--- src/rtl/rf_arb_pkg.sv ---
// rtl/rf_arb_pkg.sv - shared widths, types and pointer helper for the register file write arbiter
package rf_arb_pkg;

    localparam int RF_AW       = 5;
    localparam int RF_DW       = 32;
    localparam int RF_NREQ_MAX = 8;

    typedef logic [RF_AW-1:0] rf_addr_t;
    typedef logic [RF_DW-1:0] rf_data_t;

    // Advance a round-robin index with wrap for any (not just power-of-two) count.
    function automatic int unsigned rr_wrap_inc(input int unsigned i, input int unsigned n);
        return (i + 1 >= n) ? 0 : i + 1;
    endfunction

endpackage

--- src/rtl/rr_pick.sv ---
// rtl/rr_pick.sv - combinational round-robin picker: first set request at or after ptr, wrapping
module rr_pick #(
    parameter int N  = 3,
    parameter int PW = 2
) (
    input  logic [N-1:0]  req,
    input  logic [PW-1:0] ptr,
    output logic [N-1:0]  gnt,
    output logic [PW-1:0] idx,
    output logic          any
);

    // Walking offsets from ptr is the rotate / priority / unrotate chain folded into one loop.
    always_comb begin
        int j;
        gnt = '0;
        idx = '0;
        any = 1'b0;
        for (int k = 0; k < N; k++) begin
            j = int'(ptr) + k;
            if (j >= N) begin
                j = j - N;
            end
            if (!any && req[j]) begin
                any    = 1'b1;
                gnt[j] = 1'b1;
                idx    = PW'(j);
            end
        end
    end

endmodule

--- src/rtl/rf_write_arbiter.sv ---
// rtl/rf_write_arbiter.sv - round-robin arbiter for the register file write port; RF_ARB_ZERO_GUARD_EN suppresses writes to register 0
module rf_write_arbiter
    import rf_arb_pkg::*;
#(
    parameter int NREQ = 3,
    parameter int AW   = RF_AW,
    parameter int DW   = RF_DW
) (
    input  logic             clk,
    input  logic             rst,
    input  logic [NREQ-1:0]  req_valid,
    input  logic [NREQ*AW-1:0] req_addr,
    input  logic [NREQ*DW-1:0] req_data,
    output logic [NREQ-1:0]  req_ready,
    input  logic             wr_hold,
    output logic             regW,
    output logic [AW-1:0]    wrA,
    output logic [DW-1:0]    wrD,
    output logic             busy
);

    localparam int PW = $clog2(NREQ);

    logic [PW-1:0]   ptr_q, ptr_d;
    logic            regw_q, regw_d;
    logic [AW-1:0]   wra_q, wra_d;
    logic [DW-1:0]   wrd_q, wrd_d;

    logic [NREQ-1:0] pick_gnt;
    logic [PW-1:0]   pick_idx;
    logic            pick_any;
    logic            xfer;
    logic [AW-1:0]   sel_addr;
    logic [DW-1:0]   sel_data;

    rr_pick #(
        .N  (NREQ),
        .PW (PW)
    ) u_pick (
        .req (req_valid),
        .ptr (ptr_q),
        .gnt (pick_gnt),
        .idx (pick_idx),
        .any (pick_any)
    );

    // Ready depends only on valid, ptr, hold and reset; address/data never feed it.
    assign req_ready = (rst || wr_hold) ? '0 : pick_gnt;
    assign xfer      = pick_any & ~wr_hold & ~rst;
    assign sel_addr  = req_addr[int'(pick_idx)*AW +: AW];
    assign sel_data  = req_data[int'(pick_idx)*DW +: DW];

    always_comb begin
        ptr_d  = ptr_q;
        regw_d = 1'b0;
        wra_d  = wra_q;
        wrd_d  = wrd_q;
        if (xfer) begin
            ptr_d = PW'(rr_wrap_inc(32'(pick_idx), NREQ));
            wra_d = sel_addr;
            wrd_d = sel_data;
`ifdef RF_ARB_ZERO_GUARD_EN
            regw_d = (sel_addr != '0);
`else
            regw_d = 1'b1;
`endif
        end
    end

    always_ff @(posedge clk or posedge rst) begin
        if (rst) begin
            ptr_q  <= '0;
            regw_q <= 1'b0;
            wra_q  <= '0;
            wrd_q  <= '0;
        end else begin
            ptr_q  <= ptr_d;
            regw_q <= regw_d;
            wra_q  <= wra_d;
            wrd_q  <= wrd_d;
        end
    end

    assign regW = regw_q;
    assign wrA  = wra_q;
    assign wrD  = wrd_q;
    assign busy = regw_q | (|req_valid);

endmodule

--- config.mk ---
export PLATFORM = sky130hd
export DESIGN_NAME = rf_write_arbiter
export DESIGN_NICKNAME = d
export VERILOG_FILES = /design/src/rtl/rf_arb_pkg.sv /design/src/rtl/rr_pick.sv /design/src/rtl/rf_write_arbiter.sv
export SDC_FILE = /design/constraint.sdc
export NUM_CORES = 1
export LEC_CHECK = 0
export CAP_MARGIN = 10
export CORE_MARGIN = 5
export CORE_UTILIZATION = 38
export CTS_BUF_LIST = sky130_fd_sc_hd__clkbuf_4
export CTS_CLUSTER_SIZE = 20
export DETAILED_ROUTE_END_ITERATION = 6
export PLACE_DENSITY = 0.85
export RECOVER_POWER = 100
export REMOVE_ABC_BUFFERS = 1
export SLEW_MARGIN = 20
export SYNTH_ARGS = -nofsm -noshare
export SYNTH_HDL_FRONTEND = slang
export SYNTH_SLANG_ARGS = --single-unit
--- constraint.sdc ---
create_clock -name clk -period 3.3 [get_ports clk]
set_clock_uncertainty 0.15 [all_clocks]
set_input_delay 0.495 -clock clk [delete_from_list [all_inputs] [get_ports clk]]
set_output_delay 0.495 -clock clk [all_outputs]
set_load 0.05 [all_outputs]
* Word level (Yosys, flattened, before mapping)
Cells that the tools add are included.
Word-level totals: register bits after elaboration 40, bits of input ports 117, output and inout bits 42, logic and storage cells 69
Operators by class: add/sub/neg operators 6, multiply operators 1, $lt $le $gt $ge 10, shift-type cells 2, mux-type cells 30, bitwise gates (word level) 7, reductions and logical operators 9
Operators by type and width (number):
- 32-bit by 1-bit greater-or-equal comparator with 1-bit output (second input constant) | 3
- 32-bit by 4-bit < comparator with 1-bit output (second input constant) | 3
- 32-bit 2-to-1 mux | 3
- 96-bit by 8-bit indexed part select with 32-bit output | 1
- 32-bit by 3-bit greater-or-equal comparator with 1-bit output (second input constant) | 2
- 32-bit by 3-bit subtractor with 32-bit output (second input constant) | 2
- 15-bit by 6-bit indexed part select with 5-bit output | 1
- 1-bit 2-to-1 mux | 13
- 3-bit 2-to-1 mux | 4
- 2-bit 2-to-1 mux | 4
- 2-bit by 1-bit adder with 3-bit output (second input constant) | 2
- 1-bit binary-select mux with 2-bit select | 3
- 1-bit demux with 2-bit select | 3
- 3-bit bitwise OR | 2
- 1-bit logical AND | 5
- 2-bit by 3-bit multiplier with 5-bit output (second input constant) | 1
- 2-bit by 2-bit adder with 3-bit output (second input constant) | 1
- 3-bit by 2-bit greater-or-equal comparator with 1-bit output (second input constant) | 1
- 3-bit OR reduction | 1
- 2-bit by 2-bit subtractor with 3-bit output (second input constant) | 1
- 1-bit bitwise AND | 2
- 2-bit greater-or-equal comparator (second input constant) | 1
- 1-bit logical NOT | 2
- 1-bit NOT | 2
- other kinds (2) | 2

* Logic depth before layout (Yosys ltp)
Gate-level depths: netlist (run 1).
depth after elaboration 15, depth in mapped cells 10, mapped depth without buffers 7

* Hierarchy
From an unflattened synthesis (run 1), not the netlist that was laid out.
Unflattened totals: cells, all modules 302, area total of the unflattened synthesis 2618.8 µm²
By module, submodules not included:
- rf_write_arbiter | times used 1, cells an instance 261, area each 2319.7 µm², seq. area each 1001.0 µm²
- rr_pick | times used 1, cells an instance 41, area each 299.0 µm², seq. area each 0.0 µm²

* Least setup slack after synthesis (run 1)
Ideal clock, no wire load.
path kind register -> output, from register ptr_q[0], to output port req_ready[0], arrival time 2.288 ns, data required time 2.655 ns, slack 0.367 ns, cell stages (with the launch flop) 9, path buffers 1, cell sequence dfrtp_1 -> inv_1 -> ha_1 -> buf_2 -> nand2_1 -> a211oi_1 -> o21bai_1 -> a22oi_1 -> a21oi_1
On the way: word-level cells in the longest chain between the ends 13, elaborated cells on any way between the ends 47, those cells by class add/sub (5); order compare (9); mux (24); bitwise (2); reduce/logical (7)
RTL lines:
- start: declaration | line rf_write_arbiter.sv:24 | logic [PW-1:0] ptr_q, ptr_d;
- start signal: assignment | line rf_write_arbiter.sv:77 | ptr_q <= ptr_d;
- branches (longest 11 deep; another with 32-bit by 3-bit subtractor with 32-bit output)
- 3-bit 2-to-1 mux * | line rr_pick.sv:24 | if (!any && req[j]) begin
- 3-bit 2-to-1 mux * | line rf_write_arbiter.sv:48 | assign req_ready = (rst || wr_hold) ? '0 : pick_gnt;
- end: declaration | line rf_write_arbiter.sv:14 | output logic [NREQ-1:0] req_ready,
Mark *: on every way between the ends. The select of a mux whose other input is x is not followed.

* Worst setup path after layout (run 1)
from register ptr_q[0], to register ptr_q[1]
On the way: word-level cells in the longest chain between the ends 15, elaborated cells on any way between the ends 35, those cells by class add/sub (6); order compare (4); mux (19); bitwise (2); reduce/logical (4)
RTL lines:
- branches (longest 15 deep; another with 32-bit by 3-bit subtractor with 32-bit output)
Parallel ways; which one is timed is not known. The select of a mux whose other input is x is not followed. A chain may end at the register's enable or synchronous reset.

==> qor.csv, run 1 <==
stage;metric;value;unit
yosys;synth_common_cells;40 x dfrtp_1, 40 x mux2i_1, 38 x a22oi_1;
yosys;synth_area;2470;um^2
hold_path;hold_path.class;in2async;
critical_path;timing.rr.end;ptr_q[1];
timing;rsz0062_at_grt;no;
timing;max_freq;323;MHz
finish;final_nets;512;
clock_network;insertion_delay;0.33;ns
floorplan;die_height;90.6;um
clock_network;clockRootBuffer;clkbuf_4;
floorplan;core_area;6350;um^2
power;p_sw_share;50.7;%
finish;fin_cells;466;
yosys;synth_area_leaders;dfrtp_1 41%, mux2i_1 16%, a22oi_1 12%;
placed_design;place_hpwl;6220;um
critical_path;cp-start-kind;flip-flop;
drt;ant_nets;0;
finish;layout-drive-gt1-share;6.68;%
yosys;ys.warnings.count;0;
finish;antenna_cells;0;
status;outcome;finished clean;
yosys;synth_seq_area_share;40.5;%
drt;via_count;2505;
yosys;synth_top_area_cell;dfrtp_1;
global_route;overflow;0;
timing;hold_violations;0;
power;p_sw;1.75;mW
floorplan;fp-row-count;29;
global_route;antenna_found_initial;0;
critical_path;rr_worst_depth;8;
timing;timing.final.crit_share;93.9;%
critical_path;worstPathRequired;3.40;ns
critical_path;cp-end-kind;flip-flop;
drt;drtPass1Iterations;4;
floorplan;start_util;38.9;%
power;p_per_area;843;nW/um^2
yosys;synthArstFlopShare;100;%
timing;setup_viol;0;
yosys;synth-edff-count;0;
placed_design;placed_area;4080;um^2
placed_design;io_buffers;158;
power;pwr-share-clk;6.3;%
floorplan;die_area;8210;um^2
timing;slew_viol_final;0;
critical_path;crit_type;reg2reg;
drt;drcViolationCount;0;
yosys;ys_ff_latch;40;
global_route;grt_pass1_vias;2623;
global_route;grt_start_max_net_pins;38;
clock_network;clockBufferDepth;2;
floorplan;die_x;90.6;um
power;vdd_drop_max;450;uV
finish;postLayoutCellArea;4090;um^2
clock_network;cts_made_buffers;5;
timing;setup_tns;0;ns
global_route;track_usage;18.9;%
clock_network;tritoncts;done;
power;p_int;1.70;mW
power;leakage;1.80;nW
job;max_cap_viol_count;0;
placed_design;placed_cells;461;
critical_path;worst_ep_arrival_time;3.20;ns
timing;worst_slew_pin_slew;1.01;ns
power;combPwrFrac;70.4;%
floorplan;pin_count;159;
yosys;yosys.cell_types.count;37;
yosys;yosys.area.top_type_share;40.5;%
timing;min_period;3.10;ns
timing;relSlewSlack;32.7;%
power;seq_power_share;23.3;%
drt;drt-wirelength-per-cell;17.0;um
critical_path;r2r_start;ptr_q[0];
clock_network;post_cts_buffers;0;
yosys;avgSynthCellArea;10.3;um^2
critical_path;cp_max_fo;32;
critical_path;rrSetupSlack;0.20;ns
drt;dr.first_iter.drc_count;88;
drt;drt-total-wl;7910;um
finish;area_growth;65.5;%
placed_design;gp_congestion;0.878;
global_route;grt_first_pass_wirelength;12800;um
clock_network;path_clk_slew;0.12;ns
yosys;synth_cells;239;
clock_network;clkSinkCount;40;
drt;via_per_inst;5.38;
yosys;synth_ff_type;dfrtp_1;
clock_network;htreeDepth;2;
[how the worst max path moves through the flow]
stage | startpoint | endpoint | slack, ns | cells past startpoint
final | ptr_q[0] | ptr_q[1] | 0.20 | 8
after global routing | ptr_q[0] | req_ready[0] | 0.003 | 8
after CTS | ptr_q[1] | req_ready[0] | 0.12 | 8
after detailed placement | req_valid[2] | wrD[19] | 0.33 | 7
after global placement | req_valid[0] | busy | 0.38 | 3
after floorplan | ptr_q[1] | wrA[0] | -1.20 | 7
[registers in the layout, summed over array words and instances (netlist names)]
signal / flops
ptr_q: 2
regW: 1
wrA: 5
wrD: 32
[area by class of cell]
class	count	area [um^2]
multi-input combinational	171	1290
fill	531	2260
inverter	8	30.0
tap	77	96.3
clock buffer	5	37.5
sequential	40	1000
timing repair buffer	165	1630
[timing repair]
item / in CTS / in global routing
endpoints found under the setup margin: 0 / 2
hold buffers: 0 / 0
gates resized for setup: 0 / 2
[kinds of logic (layout without fill, tap and decap cells)]
group           count (synthesis)  in the layout  synth area share, %
compound gates                105            105                 27.6
mux                            42             42                 17.1
flops                          40             40                 40.5
buf+inv                        28            178                 8.16
simple gates                   20             20                 4.51
fa+ha+maj                       4              4                 2.03
[layer usage]
metal	wire length [um]	track usage, %
met3	584	5.25
met1	3100	21.0
met5	0	0
met2	4160	35.3
met4	70	4.47
[layout by cell type, fill, tap and decap left out, types with 2 or more instances in the layout]
cell type | synthesis | routed
clkdlybuf4s50_1 | 0 | 115
buf_4 | 3 | 5
o21ai_0 | 25 | 39
nand3b_1 | 2 | 2
dfrtp_1 | 40 | 40
a22oi_1 | 38 | 38
or2_2 | 2 | 2
mux2_2 | 2 | 2
ha_2 | 0 | 2
a21o_1 | 3 | 3
ha_1 | 4 | 2
nand2_1 | 5 | 5
o211ai_1 | 3 | 3
mux2i_1 | 40 | 40
clkbuf_4 | 0 | 6
nor2_1 | 4 | 4
clkbuf_2 | 2 | 3
o21ai_1 | 21 | 6
a21oi_1 | 4 | 4
dlygate4sd3_1 | 0 | 40
nor2b_1 | 2 | 2
inv_1 | 7 | 7
o22ai_2 | 2 | 2
[power by group through the flow]
stage	clock, mW	sequential, mW	combinational, mW
6_report	0.216	0.803	2.43
2_1_floorplan	0	1.50	1.06
5_1_grt	0.250	0.829	2.60
4_1_cts	0.228	0.815	2.55
3_5_place_dp	0	0.825	2.55
3_3_place_gp	0	0.812	2.51
[critical path, stage by stage (launching register included)]
cell      delay [ns]
dfrtp_1         0.39
inv_1           0.09
ha_2            0.46
mux2_2          0.36
a222oi_1        0.45
a21o_1          0.35
clkbuf_4        0.44
inv_1           0.15
o22ai_2         0.15
[per-stage QoR]
step	hold slack [ns]	util (%)	total power, mW	setup WS, ns
final	0.369	64.4	3.45	0.200
after global routing	0.365	64.4	3.68	0.00281
after CTS	0.226	64.8	3.59	0.122
after detailed placement	0.356	64.2	3.37	0.333
after global placement	0.348	64.2	3.32	0.380
after floorplan	0.451	-	2.56	-1.20
Power figures use the tool's default switching activity.
==> inputs of run 2 (changes only) <==
--- a/config.mk
+++ b/config.mk
@@ -5,7 +5,6 @@
 export SDC_FILE = /design/constraint.sdc
 export NUM_CORES = 1
 export LEC_CHECK = 0
-export CAP_MARGIN = 10
 export CORE_MARGIN = 5
 export CORE_UTILIZATION = 38
 export CTS_BUF_LIST = sky130_fd_sc_hd__clkbuf_4
==> results of run 2 <==
Final layout, timing and power as in run 1 (identical DEF).
==> inputs of run 3 (changes only) <==
--- a/config.mk
+++ b/config.mk
@@ -6,11 +6,12 @@
 export NUM_CORES = 1
 export LEC_CHECK = 0
 export CORE_MARGIN = 5
-export CORE_UTILIZATION = 38
+export CORE_UTILIZATION = 55
 export CTS_BUF_LIST = sky130_fd_sc_hd__clkbuf_4
 export CTS_CLUSTER_SIZE = 20
 export DETAILED_ROUTE_END_ITERATION = 6
-export PLACE_DENSITY = 0.85
+export DONT_BUFFER_PORTS = 1
+export PLACE_DENSITY = 0.71
 export RECOVER_POWER = 100
 export REMOVE_ABC_BUFFERS = 1
 export SLEW_MARGIN = 20
==> qor.csv, run 3 (synthesis gave the netlist of run 1 again) <==
stage;metric;value;unit
timing;worst_slew_pin_slew;1.17;ns
critical_path;cp_max_fo;13;
floorplan;die_area;5930;um^2
clock_network;path_clk_slew;0.12;ns
drt;drt-wirelength-per-cell;21.9;um
power;leakage;1.14;nW
finish;antenna_cells;0;
clock_network;clockRootBuffer;clkbuf_4;
placed_design;io_buffers;0;
finish;area_growth;1.52;%
floorplan;start_util;56.7;%
global_route;grt_pass1_vias;1942;
global_route;grt_first_pass_wirelength;9940;um
finish;final_cell_mix;40 x mux2i_1, 40 x o21ai_0, 40 x dfrtp_1, 38 x a22oi_1;
drt;dr.first_iter.drc_count;152;
timing;min_period;3.01;ns
clock_network;clkSinkCount;40;
drt;drt-total-wl;6310;um
finish;final_nets;357;
hold_path;hold_path.class;in2async;
floorplan;die_height;77.0;um
drt;drtPass1Iterations;4;
critical_path;cp-end-kind;output port;
timing;hold_violations;0;
finish;largest_reg_flops;32;
floorplan;die_x;77.0;um
finish;fillers;366;
critical_path;worst_ep_arrival_time;2.36;ns
placed_design;place_hpwl;4880;um
finish;seq_area;1000;um^2
timing;max_freq;332;MHz
global_route;track_usage;20.6;%
finish;fin_util;57.6;%
timing;relSlewSlack;22.2;%
finish;layout-drive-gt1-share;10.6;%
clock_network;insertion_delay;0.33;ns
global_route;antenna_found_initial;0;
clock_network;cts_made_buffers;5;
drt;ant_nets;0;
critical_path;cp-start-kind;flip-flop;
clock_network;clockBufferDepth;2;
power;vdd_drop_max;542;uV
clock_network;tritoncts;done;
job;max_cap_viol_count;0;
floorplan;fp-row-count;24;
placed_design;gp_congestion;0.888;
finish;postLayoutCellArea;2510;um^2
critical_path;worstPathRequired;2.65;ns
drt;drcViolationCount;0;
clock_network;post_cts_buffers;0;
timing;setup_viol;0;
timing;rsz0062_at_grt;no;
status;outcome;finished clean;
finish;multi_input_comb_area;1270;um^2
timing;slew_viol_final;0;
global_route;grt_start_max_net_pins;39;
floorplan;core_area;4350;um^2
drt;via_count;1949;
clock_network;htreeDepth;2;
drt;via_per_inst;6.77;
floorplan;pin_count;159;
critical_path;crit_type;reg2out;
global_route;overflow;0;
placed_design;placed_area;2490;um^2
timing;timing.final.crit_share;91.2;%
power;p_per_area;1200;nW/um^2
run 3: what timing repair did:
action / in CTS / in global routing
resized for setup: 0 / 2
setup endpoints to repair: 0 / 2
hold buffers: 0 / 0
run 3: worst max-delay path: stages, from the launching register on:
cell      delay (ns)
dfrtp_1         0.39
inv_1           0.08
ha_2            0.45
nand2_1         0.07
a211oi_1        0.32
o21bai_1        0.20
a22oi_1         0.12
a21oi_1         0.16
clkbuf_4        0.24
run 3: final timing paths:
path / start / endpoint / slack, ns / cells after the start
setup / recovery: ptr_q[0] / req_ready[0] / 0.29 / 8
hold / removal: rst / ptr_q[1] / 0.005 / 1
setup reg to reg: ptr_q[0] / wrD[1] / 0.31 / 8
hold reg to reg: ptr_q[0] / ptr_q[0] / 0.50 / 2
max in group asynchronous: rst / wrD[23] / 1.48 / 2
min in group clk: req_data[66] / wrD[2] / 0.14 / 2
run 3: per-layer routing:
metal	up-vias	wire, um	track usage [%]
met1	964	2420	24.8
met2	83	3320	34.2
met4	0	107	7.73
met5	-	0	0
li1	890	-	-
met3	12	458	6.56
run 3: layout make-up:
cell class                 instances  area share [%]
multi-input combinational        171            50.7
timing repair buffer              10            3.49
tap                               52            2.60
inverter                           8            1.30
sequential                        40            39.9
clock inverter                     1           0.200
clock buffer                       6            1.80
run 3: metrics by stage:
stage	setup slack, ns	TNS, ns	std cells	total power, mW	hold slack, ns
4_1_cts	0.174	0	288	3.07	0.0208
5_1_grt	0.0229	0	288	3.20	0.0319
3_3_place_gp	0.520	0	281	2.80	0.392
2_1_floorplan	-1.20	-45.06	219	2.56	0.451
3_5_place_dp	0.459	0	281	2.84	0.407
6_report	0.291	0	288	3.01	0.00516
run 3: report_power, final:
| part | switching, mW | total (mW) | internal [mW] |
|---|---|---|---|
| clock | 0.148 | 0.235 | 0.0869 |
| combinational | 0.659 | 1.23 | 0.568 |
| sequential | 0.861 | 1.55 | 0.686 |
| total | 1.67 | 3.01 | 1.34 |
